$ cat src/rtl/multiplier_pkg.sv
// rtl/multiplier_pkg.sv - shared defaults and FSM state type for the multiplier feeder
package multiplier_pkg;
   localparam int DEF_WIDTH     = 8;
   localparam int DEF_DEPTH     = 4;
   localparam int DEF_CNT_WIDTH = 16;

   typedef enum logic [1:0] {IDLE, ISSUE, WAIT_LO, WAIT_HI} feeder_state_t;
endpackage

$ cat src/rtl/operand_fifo.sv
// rtl/operand_fifo.sv - DEPTH-entry operand FIFO, no bypass; push and pop in one cycle both honoured
module operand_fifo #(
   parameter int DW    = 16,
   parameter int DEPTH = 4
) (
   input  logic          clk,
   input  logic          rst,
   input  logic          push,
   input  logic [DW-1:0] wdata,
   input  logic          pop,
   output logic [DW-1:0] rdata,
   output logic          full,
   output logic          empty
);
   localparam int AW = $clog2(DEPTH);

   logic [DW-1:0] mem_q [DEPTH];
   logic [DW-1:0] mem_d [DEPTH];
   logic [AW-1:0] wr_ptr_q, wr_ptr_d;
   logic [AW-1:0] rd_ptr_q, rd_ptr_d;
   logic [AW:0]   count_q, count_d;
   logic          do_push, do_pop;

   assign full    = (count_q == (AW+1)'(DEPTH));
   assign empty   = (count_q == '0);
   assign rdata   = mem_q[rd_ptr_q];
   assign do_push = push && !full;
   assign do_pop  = pop && !empty;

   // Pointers are AW bits wide, so they wrap modulo DEPTH on their own.
   always_comb begin
      mem_d    = mem_q;
      wr_ptr_d = wr_ptr_q;
      rd_ptr_d = rd_ptr_q;
      count_d  = count_q;
      if (do_push) begin
         mem_d[wr_ptr_q] = wdata;
         wr_ptr_d        = wr_ptr_q + 1'b1;
      end
      if (do_pop) begin
         rd_ptr_d = rd_ptr_q + 1'b1;
      end
      case ({do_push, do_pop})
         2'b10:   count_d = count_q + 1'b1;
         2'b01:   count_d = count_q - 1'b1;
         default: count_d = count_q;
      endcase
   end

   always_ff @(posedge clk) begin
      if (rst) begin
         wr_ptr_q <= '0;
         rd_ptr_q <= '0;
         count_q  <= '0;
      end else begin
         wr_ptr_q <= wr_ptr_d;
         rd_ptr_q <= rd_ptr_d;
         count_q  <= count_d;
      end
   end

   always_ff @(posedge clk) begin
      mem_q <= mem_d;
   end
endmodule

$ cat src/rtl/multiplier_feeder.sv
// rtl/multiplier_feeder.sv - queues operand pairs, issues them one at a time to a sequential multiplier
module multiplier_feeder
   import multiplier_pkg::*;
#(
   parameter int WIDTH     = DEF_WIDTH,
   parameter int DEPTH     = DEF_DEPTH,
   parameter int CNT_WIDTH = DEF_CNT_WIDTH
) (
   input  logic                 clk,
   input  logic                 rst,
   input  logic [WIDTH-1:0]     op_a,
   input  logic [WIDTH-1:0]     op_b,
   input  logic                 op_vld,
   output logic                 op_rdy,
   output logic [WIDTH-1:0]     mul_a,
   output logic [WIDTH-1:0]     mul_b,
   output logic                 mul_vld,
   input  logic [2*WIDTH-1:0]   mul_res,
   input  logic                 mul_rdy,
   output logic [2*WIDTH-1:0]   out_res,
   output logic                 out_vld,
   input  logic                 out_rdy,
   output logic [CNT_WIDTH-1:0] done_cnt
);
   feeder_state_t          state_q, state_d;
   logic [WIDTH-1:0]       mul_a_q, mul_a_d;
   logic [WIDTH-1:0]       mul_b_q, mul_b_d;
   logic                   mul_vld_q, mul_vld_d;
   logic [2*WIDTH-1:0]     out_res_q, out_res_d;
   logic                   out_vld_q, out_vld_d;
   logic [CNT_WIDTH-1:0]   done_cnt_q, done_cnt_d;

   logic                   fifo_push, fifo_pop, fifo_full, fifo_empty;
   logic [2*WIDTH-1:0]     fifo_head;

   assign op_rdy    = !rst && !fifo_full;
   assign fifo_push = op_vld && op_rdy;

   operand_fifo #(
      .DW    (2*WIDTH),
      .DEPTH (DEPTH)
   ) u_fifo (
      .clk   (clk),
      .rst   (rst),
      .push  (fifo_push),
      .wdata ({op_a, op_b}),
      .pop   (fifo_pop),
      .rdata (fifo_head),
      .full  (fifo_full),
      .empty (fifo_empty)
   );

   always_comb begin
      state_d    = state_q;
      mul_a_d    = mul_a_q;
      mul_b_d    = mul_b_q;
      mul_vld_d  = 1'b0;
      out_res_d  = out_res_q;
      out_vld_d  = out_vld_q;
      done_cnt_d = done_cnt_q;
      fifo_pop   = 1'b0;

      if (out_vld_q && out_rdy) begin
         out_vld_d  = 1'b0;
         done_cnt_d = done_cnt_q + CNT_WIDTH'(1);
      end

      // Holding off while out_vld is set keeps at most one product outstanding.
      case (state_q)
         IDLE: begin
            if (!fifo_empty && mul_rdy && !out_vld_q) begin
               state_d            = ISSUE;
               mul_vld_d          = 1'b1;
               {mul_a_d, mul_b_d} = fifo_head;
               fifo_pop           = 1'b1;
            end
         end
         ISSUE:   state_d = WAIT_LO;
         WAIT_LO: if (!mul_rdy) state_d = WAIT_HI;
         WAIT_HI: begin
            if (mul_rdy) begin
               out_res_d = mul_res;
               out_vld_d = 1'b1;
               state_d   = IDLE;
            end
         end
         default: state_d = IDLE;
      endcase
   end

   always_ff @(posedge clk) begin
      if (rst) begin
         state_q    <= IDLE;
         mul_a_q    <= '0;
         mul_b_q    <= '0;
         mul_vld_q  <= 1'b0;
         out_res_q  <= '0;
         out_vld_q  <= 1'b0;
         done_cnt_q <= '0;
      end else begin
         state_q    <= state_d;
         mul_a_q    <= mul_a_d;
         mul_b_q    <= mul_b_d;
         mul_vld_q  <= mul_vld_d;
         out_res_q  <= out_res_d;
         out_vld_q  <= out_vld_d;
         done_cnt_q <= done_cnt_d;
      end
   end

   assign mul_a    = mul_a_q;
   assign mul_b    = mul_b_q;
   assign mul_vld  = mul_vld_q;
   assign out_res  = out_res_q;
   assign out_vld  = out_vld_q;
   assign done_cnt = done_cnt_q;
endmodule

$ cat config.mk
export PLATFORM = sky130hd
export DESIGN_NAME = multiplier_feeder
export DESIGN_NICKNAME = d
export VERILOG_FILES = /design/src/rtl/multiplier_pkg.sv /design/src/rtl/operand_fifo.sv /design/src/rtl/multiplier_feeder.sv
export SDC_FILE = /design/constraint.sdc
export NUM_CORES = 1
export LEC_CHECK = 0
export ABC_CLOCK_PERIOD_IN_PS = 2250
export CAP_MARGIN = 15
export CORE_ASPECT_RATIO = 0.7
export CORE_MARGIN = 5
export CORE_UTILIZATION = 47
export DETAILED_ROUTE_END_ITERATION = 6
export PLACE_DENSITY = 0.76
export SKIP_LAST_GASP = 1
export SYNTH_ARGS = -nofsm -noshare
export SYNTH_HDL_FRONTEND = slang
export SYNTH_SLANG_ARGS = --single-unit
$ cat constraint.sdc
create_clock -name clk -period 2.25 [get_ports clk]
set_input_delay 0.3375 -clock clk [delete_from_list [all_inputs] [get_ports clk]]
set_output_delay 0.3375 -clock clk [all_outputs]
set_load 0.01 [all_outputs]
==> results of run 1 <==
-- Yosys cell counts, drive strengths merged (2+ instances only) --
library cell | count | area, um^2
ha | 10 | 125
nor2 | 24 | 90.1
nor4 | 5 | 31.3
mux4 | 16 | 360
xor2 | 8 | 70.1
o31ai | 2 | 15.0
buf | 4 | 18.8
o21ai | 3 | 15.0
a21oi | 40 | 200
and4 | 2 | 18.8
a211oi | 2 | 15.0
inv | 11 | 41.3
nand4 | 3 | 18.8
nand2 | 74 | 285
or3 | 5 | 38.8
and2 | 5 | 31.3
mux2 | 3 | 33.8
clkbuf | 12 | 45.0
nor3 | 2 | 10.0
nand3 | 9 | 45.0
xnor2 | 7 | 61.3
dfxtp | 59 | 1180
edfxtp | 64 | 1920
-- metal layers --
layer / routed length, um / vias to the layer above / track usage, %
li1: - / 1570 / -
met1: 4570 / 1556 / 22.0
met2: 4790 / 103 / 27.5
met3: 814 / 9 / 6.76
met4: 97 / 0 / 5.88
met5: 0 / - / 0
-- worst min-delay path by stage --
stage | start | endpoint | slack, ns | cells after the start
2_1_floorplan | op_b[0] | u_fifo.mem_q[0] | 0.44 | 0
3_3_place_gp | out_res[9] | out_res[9] | 0.44 | 2
3_5_place_dp | mul_b[1] | mul_b[1] | 0.45 | 2
4_1_cts | rst | u_fifo.wr_ptr_q[1] | 0.40 | 5
5_1_grt | rst | u_fifo.wr_ptr_q[1] | 0.41 | 5
6_report | rst | u_fifo.wr_ptr_q[1] | 0.43 | 5
-- through the flow --
step | utilization [%] | TNS, ns | instance area, um^2
2_1_floorplan | - | 0 | 4780
3_3_place_gp | 60.4 | -0.129 | 5920
3_5_place_dp | 60.4 | -0.173 | 5920
4_1_cts | 66.2 | 0 | 6490
5_1_grt | 66.3 | -0.000580 | 6490
6_report | 66.3 | 0 | 6490
-- power by group through the flow --
stage	Clock, uW	Sequential, uW	Combinational [uW]
finish	2590	2620	1170
global route	2770	2640	1280
CTS	2650	2620	1190
detailed placement	0	2670	1180
global placement	0	2660	1140
floorplan	0	2680	695
-- sequential cells by signal (all words and copies together) (netlist names) --
name,count
mul_b,8
out_res,16
out_vld,1
mul_vld,1
u_fifo.mem_q,64
state_q,2
u_fifo.count_q,3
u_fifo.rd_ptr_q,2
mul_a,8
u_fifo.wr_ptr_q,2
done_cnt,16
-- final cells by class --
type	instances	area, um^2	area share (%)
inverters	12	50.0	0.771
flip-flops and latches	123	3100	47.8
clock inverters	8	92.6	1.43
well taps	128	160	2.47
multi-input cells	228	1560	24.0
repair buffers	105	1050	16.2
clock buffers	23	478	7.36
-- timing repair --
| action | 4_1_cts | 5_1_grt |
|---|---|---|
| endpoints found under the setup margin | 0 | 1 |
| resized for setup | 0 | 2 |
| setup buffers | 0 | 0 |
-- logic make-up (layout without fill, tap and decap cells) --
family                   count (synthesis)  count (layout)  share of synthesized area [%]
AO/OA/AOI/OAI                           48              48                           5.34
XOR/XNOR                                15              15                           2.76
adder cells (fa/ha/maj)                 11              11                           3.05
buffers and inverters                   28             148                           2.29
flip-flops                             123             123                           65.3
multiplexers                            20              20                           8.50
AND/OR/NAND/NOR                        134             134                           12.8
-- worst max-delay path: stages (launching register included) --
cell	delay [ns]
dfxtp_1	0.33
inv_2	0.08
ha_1	0.16
and3b_2	0.22
nand2_4	0.07
clkinv_4	0.05
ha_2	0.16
inv_1	0.05
fa_1	0.37
xor2_1	0.17
or3_1	0.33
a21oi_2	0.12
==> flow_summary.ini, run 1 <==
[routing]
ant_nets = 0
avgViaCountPerCell = 5.16
drc_errors = 0
vias = 3238
first_pass_iters = 4
routed_wl_mm = 10.3
wl_per_cell_um = 16.4
drt_iter0_markers = 179

[setup_path]
cp-start-kind = register
r2r_start = state_q[0]
crit_fanout = 3
startpoint = state_q[0]
critPathCapture = u_fifo.count_q[2]
critPathArrivalTime_ns = 2.51
ff2ff_setup_slack_ns = 0.08
worst_setup_path_end_kind = register
critPathKind = register to register
r2r_cells = 11
required_ns = 2.59
reg2reg_to = u_fifo.count_q[2]

[power_and_ir_drop]
p_sw_uw = 1580
ir_worst_vdd_uv = 654
total_leakage_power_uw = 0.00221
power_uw = 6390
p_int_uw = 4810
p_per_area_nw_per_um2 = 984
clkPwrFrac_pct = 40.6
comb_power_share_pct = 18.3
p_seq_share_pct = 41.1
switching_share_pct = 24.8

[yosys]
synth_warnings = 0
synth_cells = 379
ys.flop_type = edfxtp_1
synth_edf_count = 64
avgSynthCellArea_um2 = 12.5
yosysUniqueCellTypes = 37
synth_nets = 427
syn_area_um2 = 4750
synth_seq_cells = 123
synth_seq_area_share_pct = 65.3
async_reset_ff_share_pct = 0

[sta]
whs_ns = 0.427
setup_slack_ns = 0.0836
min_period_over_period_pct = 96.3
max_freq_mhz = 462
setup_viol_count_final = 0
finalCriticalPeriod_ns = 2.17
slew_headroom_pct = 56.7
final_hold_viol_count = 0
finClkSkew_ns = 0.0167
worst_pin_slew_ns = 0.650
slew_viol_final = 0

[place]
gp_congestion = 0.808
dpl_worst_slack_ns = -0.173
io_buffers = 87
hpwl_mm = 6.76
dpl.cell_count = 596

[global_routing]
grt_pass1_vias = 3192
grt_max_degree = 62
grt_overflow = 0
antenna_found_initial = 0
track_usage_pct = 17.4
grt_pass1_wl_mm = 16.0

[floorplanning]
die_area_um2 = 12300
die_x_um = 130
io_pins = 88
initial_core_util_pct = 48.5
die_y_um = 94.2
rows = 30
core_area_um2 = 9800

[clock_tree]
cts_buffers = 17
cts_sinks = 123
postCtsHoldBufs = 0
cts_buffer_depth = 2
clk_pin_slew_ns = 0.05
cts_tree = done
cts_max_level = 4
clockRootBuffer = clkbuf_16
clock_latency_ns = 0.41

[finish]
diodes = 0
most-common-layout-cells = 86 x clkdlybuf4s50_1, 72 x nand2_1, 64 x edfxtp_1
fillers = 718
nets = 535
layout_commonest_cell = clkdlybuf4s50_1
syn_to_final_growth_pct = 36.6
finalNonFillerCells = 627
drive_gt1_share_pct = 15.6

[hold_path]
min_path_type = input pin to register

[run_status]
outcome = complete, no violations

[flow_run]
maxCapViolCount = 0
Power figures use the tool's default switching activity.
==> run 2, diff against run 1 <==
--- a/config.mk
+++ b/config.mk
@@ -11,6 +11,7 @@
 export CORE_MARGIN = 5
 export CORE_UTILIZATION = 47
 export DETAILED_ROUTE_END_ITERATION = 6
+export HOLD_SLACK_MARGIN = 0.05
 export PLACE_DENSITY = 0.76
 export SKIP_LAST_GASP = 1
 export SYNTH_ARGS = -nofsm -noshare
==> results of run 2 <==
Same layout as run 1: the final DEF is identical, and so are final timing and power.
